File: src/rtl/client_burst_arb_pkg.sv
// Shared types for the memory-port arbiter and related schedulers.
package client_burst_arb_pkg;

  typedef enum logic [0:0] {
    ARB_IDLE = 1'b0,
    ARB_OWN  = 1'b1
  } arb_states_t;

  typedef enum logic [1:0] {
    SORT_IDLE = 2'd0,
    SORT_LOAD = 2'd1,
    SORT_RUN  = 2'd2,
    SORT_DONE = 2'd3
  } sorter_states_t;

  localparam int ABANDON_CYCLES_C = 2;

endpackage

File: src/rtl/client_burst_arb_if.sv
// Client/memory handshake bundle between the clients and the arbiter.
interface client_burst_arb_if #(
  parameter int N = 3,
  parameter int W = $clog2(N)
);
  logic [N*W-1:0] prio_list;
  logic [N-1:0]   cli_req;
  logic [N-1:0]   cli_last;
  logic [N-1:0]   cli_gnt;
  logic           mem_valid;
  logic           mem_ready;
  logic [W-1:0]   mem_sel;
  logic           busy;

  modport slave (
    input  prio_list, cli_req, cli_last, mem_ready,
    output cli_gnt, mem_valid, mem_sel, busy
  );

  modport master (
    output prio_list, cli_req, cli_last, mem_ready,
    input  cli_gnt, mem_valid, mem_sel, busy
  );
endinterface

File: src/rtl/client_burst_arb_prio_pick.sv
// Rank scan: first rank whose client is requesting wins.
module prio_pick #(
  parameter int N = 3,
  parameter int W = $clog2(N)
) (
  input  logic [N*W-1:0] i_prio_list,
  input  logic [N-1:0]   i_req,
  output logic [W-1:0]   o_idx,
  output logic           o_found
);
  logic [W-1:0] w_rank;

  always_comb begin
    o_found = 1'b0;
    o_idx   = '0;
    w_rank  = '0;
    for (int k = 0; k < N; k++) begin
      w_rank = i_prio_list[k*W +: W];
      if (!o_found && int'(w_rank) < N) begin
        if (i_req[w_rank]) begin
          o_found = 1'b1;
          o_idx   = w_rank;
        end
      end
    end
  end
endmodule

File: src/rtl/client_burst_arb.sv
// Burst-locking memory port arbiter driven by a priority list.
// Optional starvation guard: define MARB_STARVE_GUARD_EN.
module client_burst_arb
  import client_burst_arb_pkg::*;
#(
  parameter int MEM_ARB_CLIENTS_P = 3,
  parameter int MAX_BURST_P       = 4,
  parameter int CLIENTS_BWIDTH_P  = $clog2(MEM_ARB_CLIENTS_P),
  parameter int STARVE_LIMIT_P    = 7
) (
  input logic               clk,
  input logic               rst,
  client_burst_arb_if.slave bus
);
  localparam int N  = MEM_ARB_CLIENTS_P;
  localparam int W  = CLIENTS_BWIDTH_P;
  localparam int CW = $clog2(MAX_BURST_P) + 1;
  localparam int DW = $clog2(ABANDON_CYCLES_C) + 1;

  arb_states_t   r_state;
  logic [W-1:0]  r_sel;
  logic [CW-1:0] r_cnt;
  logic [DW-1:0] r_drop;

  logic          w_found;
  logic [W-1:0]  w_pick;
  logic [W-1:0]  w_win;
  logic          w_any;
  logic [CW-1:0] w_lim;
  logic          w_req_own;
  logic          w_acc;
  logic          w_end;

  prio_pick #(.N(N), .W(W)) u_pick (
    .i_prio_list (bus.prio_list),
    .i_req       (bus.cli_req),
    .o_idx       (w_pick),
    .o_found     (w_found)
  );

`ifdef MARB_STARVE_GUARD_EN
  logic [2:0]   r_loss [N];
  logic         r_gburst;
  logic         w_gfound;
  logic [W-1:0] w_gidx;

  always_comb begin
    w_gfound = 1'b0;
    w_gidx   = '0;
    for (int i = N - 1; i >= 0; i--) begin
      if (bus.cli_req[i] && int'(r_loss[i]) >= STARVE_LIMIT_P) begin
        w_gfound = 1'b1;
        w_gidx   = W'(i);
      end
    end
  end

  assign w_win = w_gfound ? w_gidx : w_pick;
  assign w_any = w_found | w_gfound;
  assign w_lim = r_gburst ? CW'(1) : CW'(MAX_BURST_P);

  // Loss counters move only on an arbitration decision.
  always_ff @(posedge clk or negedge rst) begin
    if (!rst) begin
      r_gburst <= 1'b0;
      for (int i = 0; i < N; i++) r_loss[i] <= '0;
    end else if (r_state == ARB_IDLE && w_any) begin
      r_gburst <= w_gfound;
      for (int i = 0; i < N; i++) begin
        if (W'(i) == w_win) r_loss[i] <= '0;
        else if (bus.cli_req[i] && r_loss[i] != 3'd7)
          r_loss[i] <= r_loss[i] + 3'd1;
      end
    end
  end
`else
  assign w_win = w_pick;
  assign w_any = w_found;
  assign w_lim = CW'(MAX_BURST_P);
`endif

  assign w_req_own     = bus.cli_req[r_sel];
  assign bus.mem_valid = (r_state == ARB_OWN) && w_req_own;
  assign bus.mem_sel   = r_sel;
  assign bus.busy      = (r_state == ARB_OWN);
  assign w_acc         = bus.mem_valid && bus.mem_ready;
  assign w_end         = w_acc &&
    (bus.cli_last[r_sel] || r_cnt == w_lim - 1'b1);

  always_comb begin
    bus.cli_gnt = '0;
    if (w_acc) bus.cli_gnt[r_sel] = 1'b1;
  end

  always_ff @(posedge clk or negedge rst) begin
    if (!rst) begin
      r_state <= ARB_IDLE;
      r_sel   <= '0;
      r_cnt   <= '0;
      r_drop  <= '0;
    end else begin
      case (r_state)
        ARB_IDLE: begin
          if (w_any) begin
            r_state <= ARB_OWN;
            r_sel   <= w_win;
            r_cnt   <= '0;
            r_drop  <= '0;
          end
        end
        ARB_OWN: begin
          if (w_acc) begin
            r_cnt  <= r_cnt + 1'b1;
            r_drop <= '0;
            if (w_end) r_state <= ARB_IDLE;
          end else if (!w_req_own) begin
            // Owner went quiet: give the port back after the timeout.
            if (r_drop == DW'(ABANDON_CYCLES_C - 1)) r_state <= ARB_IDLE;
            r_drop <= r_drop + 1'b1;
          end else begin
            r_drop <= '0;
          end
        end
        default: r_state <= ARB_IDLE;
      endcase
    end
  end
endmodule

File: src/flat_wrapper.sv
// flat-port wrapper written by rule: the top's interface ports become plain ports
module client_burst_arb_flat import client_burst_arb_pkg::*;
#(
  parameter int MEM_ARB_CLIENTS_P = 3,
  parameter int MAX_BURST_P       = 4,
  parameter int CLIENTS_BWIDTH_P  = $clog2(MEM_ARB_CLIENTS_P),
  parameter int STARVE_LIMIT_P    = 7
)
  (clk, rst, bus_prio_list, bus_cli_req, bus_cli_last, bus_mem_ready, bus_cli_gnt, bus_mem_valid, bus_mem_sel, bus_busy);
  client_burst_arb_if #(.N((3)), .W((2))) bus_i ();
  input logic clk;
  input logic rst;
  input wire logic [$bits(bus_i.prio_list)-1:0] bus_prio_list;
  input wire logic [$bits(bus_i.cli_req)-1:0] bus_cli_req;
  input wire logic [$bits(bus_i.cli_last)-1:0] bus_cli_last;
  input wire logic [$bits(bus_i.mem_ready)-1:0] bus_mem_ready;
  output wire logic [$bits(bus_i.cli_gnt)-1:0] bus_cli_gnt;
  output wire logic [$bits(bus_i.mem_valid)-1:0] bus_mem_valid;
  output wire logic [$bits(bus_i.mem_sel)-1:0] bus_mem_sel;
  output wire logic [$bits(bus_i.busy)-1:0] bus_busy;
  assign bus_i.prio_list = bus_prio_list;
  assign bus_i.cli_req = bus_cli_req;
  assign bus_i.cli_last = bus_cli_last;
  assign bus_i.mem_ready = bus_mem_ready;
  assign bus_cli_gnt = bus_i.cli_gnt;
  assign bus_mem_valid = bus_i.mem_valid;
  assign bus_mem_sel = bus_i.mem_sel;
  assign bus_busy = bus_i.busy;
  client_burst_arb #(.MEM_ARB_CLIENTS_P(MEM_ARB_CLIENTS_P), .MAX_BURST_P(MAX_BURST_P), .CLIENTS_BWIDTH_P(CLIENTS_BWIDTH_P), .STARVE_LIMIT_P(STARVE_LIMIT_P)) u_core (.clk(clk), .rst(rst), .bus(bus_i));
endmodule
File: config.mk
export PLATFORM = sky130hd
export DESIGN_NAME = client_burst_arb_flat
export DESIGN_NICKNAME = d
export VERILOG_FILES = /design/src/rtl/client_burst_arb_pkg.sv /design/src/rtl/client_burst_arb_if.sv /design/src/rtl/client_burst_arb_prio_pick.sv /design/src/rtl/client_burst_arb.sv /design/src/flat_wrapper.sv
export SDC_FILE = /design/constraint.sdc
export NUM_CORES = 1
export LEC_CHECK = 0
export CELL_PAD_IN_SITES_DETAIL_PLACEMENT = 1
export CELL_PAD_IN_SITES_GLOBAL_PLACEMENT = 1
export CORE_AREA = 2 2 52 54
export CTS_BUF_LIST = sky130_fd_sc_hd__clkbuf_4 sky130_fd_sc_hd__clkbuf_8 sky130_fd_sc_hd__clkbuf_16
export CTS_CLUSTER_DIAMETER = 150
export DETAILED_ROUTE_END_ITERATION = 8
export DIE_AREA = 0 0 54 56
export PLACE_DENSITY_LB_ADDON = 0.1
export SYNTH_ARGS = -nofsm -noshare
export SYNTH_HDL_FRONTEND = slang
export SYNTH_SLANG_ARGS = --single-unit
File: constraint.sdc
create_clock -name clk -period 1.6 [get_ports clk]
set_clock_uncertainty 0.2 [all_clocks]
set_input_delay 0.16 -clock clk [delete_from_list [all_inputs] [get_ports clk]]
set_output_delay 0.16 -clock clk [all_outputs]
set_load 0.005 [all_outputs]
==> Yosys cells after proc, flatten, opt, wreduce, memory -nomap -nowiden <==
Cells that the tools add are included.
W data, S select, Z words.
{ "totals": {"mem_bits_rw": 0, "output_inout_bits": 7, "regBits": 8, "in_bits": 15, "rom_bits": 0, "n_memories": 0, "latch_bits": 0} }
{ "classes": {"reduce_logical": 11, "n_eq_ne": 4, "bitwise_logic": 1, "shift": 0, "n_addsub": 2, "order_cmp": 8, "n_div": 0, "mul": 0, "muxes": 38} }
{ "ops": {"columns": ["operator", "n"], "rows": [
  ["$mux W2", 9],
  ["$mux W1", 17],
  ["$lt A2 B3 Y1 const B", 4],
  ["$bmux W1 S2", 5],
  ["$mux W3", 3],
  ["$logic_and A1 B1 Y1", 6],
  ["$lt A2 B2 Y1 const B", 3],
  ["$pmux W3 S2", 1],
  ["$ne A2 B2 Y1 const B", 2],
  ["$pmux W2 S2", 1],
  ["$reduce_and A2 Y1", 2],
  ["$add A3 B1 Y3 const B", 1],
  ["$eq A3 B2 Y1 const B", 1],
  ["$add A2 B1 Y2 const B", 1],
  ["$demux W1 S2", 1],
  ["$eq A2 B1 Y1 const B", 1],
  ["$ge A2 B1 Y1 const B", 1],
  ["$logic_not A1 Y1", 2],
  ["$pmux W1 S2", 1],
  ["$logic_or A1 B1 Y1", 1],
  ["$not A1 Y1", 1]
]} }

==> Longest topological paths before layout <==
{ "depth": {"word_depth": 12, "depth_mapped": 6} }

==> Hierarchy <==
Synthesis repeated with hierarchy kept, for this count alone.
{ "hier_totals": {"hier_cells": 75, "area_unflattened_um2": 701.9} }
{ "by_module_without_submodules": {"columns": ["module", "n_inst", "area_per_inst_um2", "cells_each"], "rows": [
  ["client_burst_arb", 1, 525.5, 49],
  ["prio_pick", 1, 176.4, 26]
]} }

==> Least setup slack after synthesis <==
No wires, ideal clock.
{ "synth_path": {"path_kind": "register to output", "startpoint": "register u_core.r_sel[0] (netlist: u_core.bus.mem_sel[0])", "endpoint": "output port bus_cli_gnt[1]", "path_buffers": 1, "slack_ns": -0.157, "stages_incl_launch_ff": 6, "required_ns": 1.240, "t_arrival_ns": 1.397, "cell_sequence": "dfrtp_1 > buf_2 > mux2i_1 > o22ai_1 > nand3_1 > nor3b_1"} }
{ "synth_via": {"elab_chain_len": 5} }
{ "synth_rtl": {"columns": ["element", "line", "source"], "rows": [
  ["start, declared", "client_burst_arb.sv:21", "logic [W-1:0] r_sel;"],
  ["start signal, assigned", "client_burst_arb.sv:106", "r_sel <= w_win;"],
  ["$lt A2 B3 Y1 (implied by the code) (tied with other cells)", "client_burst_arb.sv:92", "if (w_acc) bus.cli_gnt[r_sel] = 1'b1;"],
  ["$logic_and A1 B1 Y1 (implied by the code) or $mux W1 (tied branches)", "client_burst_arb.sv:92, client_burst_arb.sv:82", null],
  ["$mux W1 (implied by the code) or $logic_and A1 B1 Y1 (tied branches)", "client_burst_arb.sv:92, client_burst_arb.sv:83", null],
  ["$demux W1 S2 or $logic_and A1 B1 Y1 (tied branches)", null, null],
  ["$mux W3 (*)", "client_burst_arb.sv:92", null],
  ["end, declared", "flat_wrapper.sv:17", "output wire logic [$bits(bus_i.cli_gnt)-1:0] bus_cli_gnt;"]
]} }
Mark *: on every way between the ends. The rest lies on a longest branch, timed or not. The select of a mux whose other input is x is not followed.

==> Final worst setup path <==
Same ends and word-level chain as after synthesis.

==> out/summary.txt <==
=================================================================================================================
Status ............................................................................................. finished with violations
Failing checks ..................................................................................... setup timing
Worst-Margin Slew ..................................................................................     0.374 ns
Filler cell count ..................................................................................          295
Crit share post-route ..............................................................................         1.14
Total placed cells including tap cells .............................................................          143
Count of nets left with antenna violations after detail routing ....................................            0
Critical path type .................................................................................      reg2out
Count of different cell masters after synthesis ....................................................           36
H-tree levels ......................................................................................            1
Ys Warns ...........................................................................................            0
Total routing resource utilization after global routing ............................................        0.163
Avg Vias per Cell ..................................................................................         5.04
Proportion of layout cells with a drive suffix above 1 .............................................        0.458
Cell taking the most area after synthesis ..........................................................      dfrtp_1
Maximum vdd drop ...................................................................................     0.647 mV
Unrepaired setup endpoints after global routing ....................................................         true
Area fraction in and, or, nand and nor cells after synthesis .......................................        0.250
Antenna diodes .....................................................................................            0
Pin count of the biggest net entering global routing ...............................................            9
Horiz. Die Dim .....................................................................................        54 µm
Layout Cells excl Fill .............................................................................          161
Post-synthesis share of cell area spent on xor and xnor gates ......................................            0
Nets ...............................................................................................          151
Ys async rst share .................................................................................         1.00
Portion of the post-synthesis area used by sequential elements .....................................        0.299
Detailed-route via count ...........................................................................          812
Overall die area ...................................................................................     3020 µm²
Leftover overflow at the end of global routing .....................................................            0
Arithmetic-cell share of the synthesized area counting full adders, half adders and majority gates .       0.0560
Routability cong. ..................................................................................        0.706
Initial antenna violation count ....................................................................            0
Net count after synthesis ..........................................................................           93
Post-synth top cells ............................................................................... dfrtp_1 (8), inv_1 (8), nand2_1 (8), o22ai_1 (8)
Number of remaining DRC errors .....................................................................            0
Core Box Area ......................................................................................     2430 µm²
Starting utilization of the core area ..............................................................        0.276
Number of global-route vias before repair ..........................................................          846
Bufs on Longest Clock Path .........................................................................            2
Worst-case setup margin in the final layout ........................................................    -0.219 ns
Clock tree root buffer cell ........................................................................     clkbuf_4
Power, Total .......................................................................................      1.57 mW
Count of final setup violators .....................................................................            8
Most common flop cell mapped by yosys ..............................................................      dfrtp_1
Row cnt ............................................................................................           18
Total length of routed met2 wires ..................................................................      1290 µm
Register clock-pin slew on the reported worst setup and hold paths .................................      0.06 ns
Type of the most critical hold path ................................................................       in2reg
CP endpoint kind ...................................................................................   output pin
Crit-path cells .................................................................................... mux2i_1, o22ai_2, buf_4, nand3_4, nor3b_2, buf_2
Area fraction in compound gates after synthesis ....................................................        0.259
Required time reported for the critical path endpoint ..............................................      1.24 ns
Data arrival time at the worst-slack endpoint ......................................................      1.46 ns
Met3 routed wirelength .............................................................................        90 µm
Cells after Synth ..................................................................................           75
Library cell contributing the largest single delay on the critical path ............................      dfrtp_1
Pre-Repair DR Iteration Count ......................................................................            3
Maximum clock frequency ............................................................................      550 MHz
Sinks on the clock net .............................................................................            8
Routed wire length per instance ....................................................................      14.7 µm
Largest family of logic cells by synthesized area .................................................. compound AO/OA/AOI/OAI gates
Worst-Skew Late Latency ............................................................................      0.26 ns
Share of cell area taken by muxes after synthesis ..................................................       0.0672
Worst slew slack as a fraction of its limit ........................................................        0.750
HPWL after DPL .....................................................................................      1700 µm
Synth top area cells ............................................................................... dfrtp_1 (30%), o22ai_1 (7.5%), ha_1 (5.6%)
Post-route met1 wirelength .........................................................................       891 µm
Summed instance area of the synthesized netlist ....................................................      671 µm²
Number of synthesized flops with an enable pin .....................................................            0
Die height .........................................................................................        56 µm
Count of boundary I/O pins .........................................................................           22
Critical path fanouts, max .........................................................................            4
Post-Syn Area per Cell .............................................................................     8.94 µm²
Wire length of the first global-routing pass .......................................................      3550 µm
Finished Core Util .................................................................................        0.515
Post-detailed-routing wire length ..................................................................      2370 µm
Max-slew violations ................................................................................            0
Layout overhead on the synthesized area ............................................................        86.8%
Number of max-capacitance violations reported ......................................................            0
Worst Setup Start Kind .............................................................................    flip-flop
Clock tree from TritonCTS ..........................................................................          yes
Fraction of synthesized cell area taken by the top area cell type ..................................        0.299
Total CTS buffers ..................................................................................            3
Power density over cell area .......................................................................  1260 nW/µm²
Number of synthesized register bits ................................................................            8
Crit path largest cell delay .......................................................................      0.40 ns
Count of final hold-check violations ...............................................................            0
Top layer used by detailed routing .................................................................         met4
Port Buffer Count ..................................................................................           21
Leak pwr ...........................................................................................     0.604 nW
Violation count after the first detailed-route iteration ...........................................            1
Shortest clock period the worst path allows after layout ...........................................      1.82 ns
=================================================================================================================
[cell usage in the layout (no fill, tap or decap), drive strengths merged, types with 2 or more instances in the layout]
| cell type | netlist | layout |
|---|---|---|
| dfrtp | 8 | 8 |
| ha | 3 | 3 |
| dlymetal6s2s | 0 | 2 |
| nor2 | 2 | 2 |
| nor2b | 5 | 5 |
| o21ai | 3 | 3 |
| mux2i | 3 | 3 |
| clkdlybuf4s50 | 0 | 6 |
| buf | 2 | 37 |
| and2 | 2 | 2 |
| inv | 8 | 8 |
| o22ai | 8 | 8 |
| nand2b | 2 | 2 |
| nand2 | 8 | 8 |
| dlygate4sd2 | 0 | 8 |
| nor3b | 3 | 3 |
| clkbuf | 0 | 3 |
[cell type report]
cell class / instances / area [µm²] / share of cell area
clock buffers: 3 / 22.5 / 0.0180
inverters: 8 / 30.0 / 0.0240
multi-input cells: 57 / 498 / 0.398
flip-flops and latches: 8 / 200 / 0.160
well taps: 30 / 37.5 / 0.0300
repair buffers: 55 / 464 / 0.371
[cell families (layout without fill, tap and decap cells)]
group	count (synthesis)	in the layout
and+or+nand+nor	28	28
AOI/OAI and AO/OA	22	22
buffers and inverters	10	66
DFF	8	8
muxes	4	4
adders and majority gates	3	3
[what timing repair did]
item	in CTS	in global routing
pin swaps	9	3
gates resized for setup	31	11
hold endpoints to repair	8	0
setup endpoints to repair	14	13
hold buffers	1	0
setup buffers	11	3
[worst paths after layout]
path                                        from                    end  slack [ns]  depth (start not counted)
setup / recovery           u_core.bus.mem_sel[0]         bus_cli_gnt[1]       -0.22                          6
hold / removal                  bus_prio_list[4]  u_core.bus.mem_sel[1]        0.27                          5
setup reg to reg           u_core.bus.mem_sel[0]        u_core.bus.busy       -0.10                          8
hold reg to reg                 u_core.r_drop[0]       u_core.r_drop[0]        0.29                          1
max in group asynchronous                    rst        u_core.r_cnt[0]        0.41                          2
min in group asynchronous                    rst        u_core.bus.busy        0.53                          2
[report_power, final]
| part | leakage (nW) | total (mW) | internal [mW] | switching (mW) |
|---|---|---|---|---|
| logic | 0.488 | 1.07 | 0.622 | 0.449 |
| clock network | 0.0138 | 0.161 | 0.0862 | 0.0744 |
| registers | 0.102 | 0.340 | 0.281 | 0.0592 |
[per-stage QoR]
step                setup slack [ns]  hold WS [ns]  area (µm²)  setup TNS [ns]
finish                        -0.219         0.271        1250          -0.905
CTS                           -0.276         0.267        1180           -1.05
detailed placement            -0.607         0.275        1070           -5.29
global placement              -0.559         0.271        1070           -4.93
floorplan                   -0.00375        -0.336         699        -0.00375
global route                  -0.299         0.311        1250           -1.50
[state kept, by name, summed over array words and instances, names as in the netlist]
register            flops
u_core.bus.busy         1
u_core.r_cnt            3
u_core.r_drop           2
u_core.bus.mem_sel      2
[worst max-delay path, delay by kind of cell, from the launching register on]
kind,cells,cell delay (ns)
mux,1,0.14
compound gates,1,0.16
buf+inv,2,0.27
flops,1,0.40
simple gates,2,0.24
[layer usage]
| layer | vias up | GRT usage |
|---|---|---|
| met1 | 397 | 0.163 |
| met4 | 0 | 0.121 |
| met5 | - | 0 |
| met3 | 6 | 0.0188 |
| li1 | 386 | - |
| met2 | 23 | 0.289 |
Note: power is estimated with default switching activity, not from simulation.
